$ cat src/rtl/sap1_pkg.sv
// Shared SAP-1 definitions: opcode encodings, one-hot T-state codes and widths.
package sap1_pkg;
   localparam int OPCODE_W = 4;
   localparam int T_STATES = 6;

   typedef enum logic [T_STATES-1:0] {
      T1 = 6'b000001,
      T2 = 6'b000010,
      T3 = 6'b000100,
      T4 = 6'b001000,
      T5 = 6'b010000,
      T6 = 6'b100000
   } t_state_e;

   localparam logic [OPCODE_W-1:0] OP_LDA = 4'h0;
   localparam logic [OPCODE_W-1:0] OP_ADD = 4'h1;
   localparam logic [OPCODE_W-1:0] OP_SUB = 4'h2;
   localparam logic [OPCODE_W-1:0] OP_OUT = 4'hE;
   localparam logic [OPCODE_W-1:0] OP_HLT = 4'hF;
endpackage

$ cat src/rtl/t_ring_counter.sv
// One-hot T1..T6 ring; rotates on adv, returns to T1 on synchronous active-low reset.
module t_ring_counter
   import sap1_pkg::*;
(
   input  logic       clk,
   input  logic       rst_n,
   input  logic       adv,
   output logic [5:0] ring
);
   t_state_e state, state_nxt;

   always_ff @(posedge clk) begin
      if (!rst_n) state <= T1;
      else        state <= state_nxt;
   end

   always_comb begin
      state_nxt = state;
      if (adv) begin
         case (state)
            T1:      state_nxt = T2;
            T2:      state_nxt = T3;
            T3:      state_nxt = T4;
            T4:      state_nxt = T5;
            T5:      state_nxt = T6;
            default: state_nxt = T1;
         endcase
      end
   end

   assign ring = state;
endmodule

$ cat src/rtl/controller_sequencer.sv
// SAP-1 control unit: T-state ring plus opcode decode producing bus enables and
// load/increment strobes; HLT freezes the machine until reset.
module controller_sequencer #(
   parameter int OPCODE_W = 4,
   parameter int T_STATES = 6
) (
   input  logic                clk_i,
   input  logic                rst_n_i,
   input  logic                run_i,
   input  logic                step_i,
   input  logic [OPCODE_W-1:0] opcode_i,
   output logic [T_STATES-1:0] t_state_o,
   output logic                hlt_o,
   output logic                ep_o,
   output logic                ce_n_o,
   output logic                ei_n_o,
   output logic                ea_o,
   output logic                eu_o,
   output logic                su_o,
   output logic                cp_o,
   output logic                lm_n_o,
   output logic                li_n_o,
   output logic                la_n_o,
   output logic                lb_n_o,
   output logic                lo_n_o
);
   import sap1_pkg::*;

   logic       step_q, halt;
   logic [5:0] ring;
   logic       step_rise, advance, hlt_t4, active;
   logic       mem_op, alu_op;
   logic       ep, ce, ei, ea, eu, su, cp, lm, li, la, lb, lo;

   assign step_rise = step_i & ~step_q;
   assign advance   = ~halt & (run_i | step_rise);
   assign hlt_t4    = ring[3] & (opcode_i == OP_HLT);
   assign active    = rst_n_i & ~halt;

   always_ff @(posedge clk_i) begin
      if (!rst_n_i) begin
         step_q <= 1'b0;
         halt   <= 1'b0;
      end else begin
         step_q <= step_i;
         if (advance && hlt_t4) halt <= 1'b1;
      end
   end

   // HLT parks the ring at T4 instead of rotating
   t_ring_counter u_ring (
      .clk   (clk_i),
      .rst_n (rst_n_i),
      .adv   (advance & ~hlt_t4),
      .ring  (ring)
   );

   assign mem_op = (opcode_i == OP_LDA) || (opcode_i == OP_ADD) || (opcode_i == OP_SUB);
   assign alu_op = (opcode_i == OP_ADD) || (opcode_i == OP_SUB);

   // Enables follow the T-state; strobes are raw here and gated by advance below
   always_comb begin
      ep = 1'b0; ce = 1'b0; ei = 1'b0; ea = 1'b0; eu = 1'b0; su = 1'b0;
      cp = 1'b0; lm = 1'b0; li = 1'b0; la = 1'b0; lb = 1'b0; lo = 1'b0;
      if (active) begin
         case (ring)
            T1: begin ep = 1'b1; lm = 1'b1; end
            T2: cp = 1'b1;
            T3: begin ce = 1'b1; li = 1'b1; end
            T4: begin
               if (mem_op) begin
                  ei = 1'b1; lm = 1'b1;
               end else if (opcode_i == OP_OUT) begin
                  ea = 1'b1; lo = 1'b1;
               end
            end
            T5: begin
               if (mem_op) begin
                  ce = 1'b1;
                  la = (opcode_i == OP_LDA);
                  lb = alu_op;
               end
            end
            T6: begin
               if (alu_op) begin
                  eu = 1'b1; la = 1'b1;
                  su = (opcode_i == OP_SUB);
               end
            end
            default: ;
         endcase
      end
   end

   assign t_state_o = rst_n_i ? ring : T1;
   assign hlt_o     = rst_n_i & halt;
   assign ep_o      = ep;
   assign ce_n_o    = ~ce;
   assign ei_n_o    = ~ei;
   assign ea_o      = ea;
   assign eu_o      = eu;
   assign su_o      = su;
   assign cp_o      = cp & advance;
   assign lm_n_o    = ~(lm & advance);
   assign li_n_o    = ~(li & advance);
   assign la_n_o    = ~(la & advance);
   assign lb_n_o    = ~(lb & advance);
   assign lo_n_o    = ~(lo & advance);

   bus_excl_a : assert property (@(posedge clk_i)
      $onehot0({ep_o, ~ce_n_o, ~ei_n_o, ea_o, eu_o}));
endmodule

$ cat config.mk
export PLATFORM = sky130hd
export DESIGN_NAME = controller_sequencer
export DESIGN_NICKNAME = d
export VERILOG_FILES = /design/src/rtl/sap1_pkg.sv /design/src/rtl/t_ring_counter.sv /design/src/rtl/controller_sequencer.sv
export SDC_FILE = /design/constraint.sdc
export NUM_CORES = 1
export LEC_CHECK = 0
export ABC_AREA = 1
export CAP_MARGIN = 20
export CORE_UTILIZATION = 40
export CTS_BUF_LIST = sky130_fd_sc_hd__clkbuf_4 sky130_fd_sc_hd__clkbuf_8
export CTS_CLUSTER_SIZE = 20
export DETAILED_ROUTE_END_ITERATION = 10
export PLACE_DENSITY_LB_ADDON = 0.1
export SKIP_CTS_REPAIR_TIMING = 1
export SYNTH_ARGS = -nofsm -noshare
export SYNTH_HDL_FRONTEND = slang
export SYNTH_SLANG_ARGS = --single-unit
$ cat constraint.sdc
create_clock -name clk_i -period 3.4 [get_ports clk_i]
set_input_delay 0.68 -clock clk_i [delete_from_list [all_inputs] [get_ports clk_i]]
set_output_delay 0.68 -clock clk_i [all_outputs]
set_load 0.01 [all_outputs]
==> run metrics <==
Vias=782; clock-pin slew on the worst setup and hold paths=0.05 ns; Worst Clk Skew=0.001314 ns; CTS Root Cell=clkbuf_4; synth top area cells=dfxtp_1 24%, nand2_1 20%, inv_1 15%; r2r worst-path depth=8; Initial DRC Count=23; Critical Path RT=2.72 ns; antenna violations before repair=0; RSZ-0062 raised after global routing=false; Max Cap Violations=0; worst r2r dst=u_ring.ring[0]$_SDFFE_PN1P_; Die Area=0.001815 mm²; Total Power Consumption=267.4 µW; Mapped Cells=123; Chip Width=42.60 µm; critical path capture point type=output pin; critical path's slowest cell=clkdlybuf4s50_1; final setup fails=0; Slew HR=81.42%; Mapped Nets=131; Max Buffers Root-to-Sink=2; global placer's final weighted congestion=0.7789; CP peak stage delay=0.47 ns; ant diodes=0; top-area cell type share of the netlist area=24.29%; Seq/Total Area, Yosys=24.29%; Num CTS Buffers=3; Synth Warn #=0; Final Cycle Share=86.02%; WS Path Type=in -> out; Critical Path End=lm_n_o; Post-route DRC=0; DP HPWL=1283 µm; Leakage=0.0005307 µW; Levels on crit path=8; GRT Residual Overflow=0; storage element area=160.2 µm²; clk sinks=8; launch point of the critical path=opcode_i[0]; multi-input logic area=392.9 µm²; vias in the first global route=694; worst-path fanout max=4; R2R Path Start=step_q$_SDFF_PN0_; commonest non-fill, non-tap cell in the layout=nand2_1; worst vdd ir=0.3195 mV; Slew @ Worst Pin=0.2761 ns; clk_lat worst skew=0.26 ns; die height=42.60 µm; worst reg2reg setup slack=2.19 ns; H-tree levels=1; Final Hold Fails=0; setup_tns=0 ns; core area=0.001524 mm²; Core Rows=14; Tmin final=2.925 ns; drt pass-1 iters=4; Final Max Tran Viols=0; Synth cell types=16; Worst EP arrival=2.24 ns; Port Buffer Count=26; Yosys top cell by area=dfxtp_1; via/cell ratio=4.655; Mean Syn Cell Area=5.361 µm²; Worst Setup Start Kind=input pin; mapped cell area=659.4 µm²; Final WS setup=0.4754 ns; CP most frequent cell=nand2_1; Initial Utilization=43.27%; pwr dens=277.2 mW/mm²; synthesis-stage register bit count=8; pin count of the biggest net entering global routing=15; post-layout util=63.30%; Antenna Nets Post-Route=0; status=finished clean; Tot GR Track Use=20.67%; clock tree from TritonCTS=built; Fill cells=149; Hold WC Path Type=reg -> reg; WP buf/inv=3; fin nets=162; final WL=1615 µm; most frequent cells in the layout=36 x nand2_1, 26 x inv_1, 26 x nor2_1, 26 x clkdlybuf4s50_1, 11 x nand3_1; FMAX=341.9 MHz; CP Cell Sequence=clkdlybuf4s50_1 > nand2_1 > inv_1 > nor3_4 > nand2_1 > o21ai_1 > nand2_1 > clkdlybuf4s50_1; Top delay family on crit path=buffers and inverters; I/O pin cnt=27; global-route wire length before repair=2870 µm; WL/cell=9.613 µm; Place WS=0.4667 ns; share of layout cells above drive strength 1=6.579%; Area Overhead vs Synth=46.30%
## per-layer routing
layer | track usage (%) | up-vias | part of all wire [%]
met3 | 7.759 | 2 | 5.1
met2 | 32.92 | 18 | 45
met4 | 3.750 | 0 | 0.43
met5 | 0 | - | 0
met1 | 26.84 | 334 | 49
li1 | - | 428 | -
## state kept, by name, indices dropped and copies added, names as in the netlist
register / count
u_ring.ring: 6
step_q: 1
halt: 1
## worst register-to-register path: stages (launching register included)
cell and delay (ns):
dfxtp_1 0.30, inv_1 0.05, nand2_1 0.07, nand2_1 0.13
nand2_1 0.10, nor2_4 0.22, nor2_1 0.07, nor2_1 0.10
nand2_1 0.06
## cell families (layout without fill, tap and decap cells)
kind of cell | count (synthesis) | after routing | share of synthesized area [%]
simple gates | 83 | 83 | 55.79
buf+inv | 28 | 57 | 16.13
compound gates | 4 | 4 | 3.793
flops | 8 | 8 | 24.29
## final cells by class
type	count	share of cell area [%]
multi-input combinational	87	40.73
timing repair buffer	27	27.76
sequential	8	16.60
inverter	27	10.51
clock buffer	3	2.335
tap	16	2.075
## worst min path at each step
stage                                 start           endpoint  slack [ns]  cells after the start
after global routing      halt$_SDFFE_PN0P_  halt$_SDFFE_PN0P_        0.52                      2
after detailed placement  halt$_SDFFE_PN0P_  halt$_SDFFE_PN0P_        0.49                      2
after global placement    halt$_SDFFE_PN0P_  halt$_SDFFE_PN0P_        0.47                      2
after floorplan           halt$_SDFFE_PN0P_  halt$_SDFFE_PN0P_        0.46                      2
final                     halt$_SDFFE_PN0P_  halt$_SDFFE_PN0P_        0.49                      2
after CTS                 halt$_SDFFE_PN0P_  halt$_SDFFE_PN0P_        0.49                      2
## synthesized netlist by cell type (all sizes together)
cell type and n:
nand2 37, nor2 29, inv 27, nand3 11, dfxtp 8, nor3 3, nor4 3, a22oi 2
a21oi 1, buf 1, o21ai 1
## where the power goes
part	total, µW	switching [µW]	internal (µW)
sequential	107	6.38	101
combinational	85.5	49.0	36.5
clock	74.8	34.3	40.5
total	267	89.7	178
## per-stage QoR
stage / area (µm²) / instances / hold WS (ns)
floorplan: 659.4 / 123 / 0.4567
global placement: 942.2 / 165 / 0.4723
detailed placement: 942.2 / 165 / 0.4868
CTS: 964.7 / 168 / 0.4950
global route: 964.7 / 168 / 0.5224
finish: 964.7 / 168 / 0.4892
No activity file was read; power rests on OpenSTA's default activity.
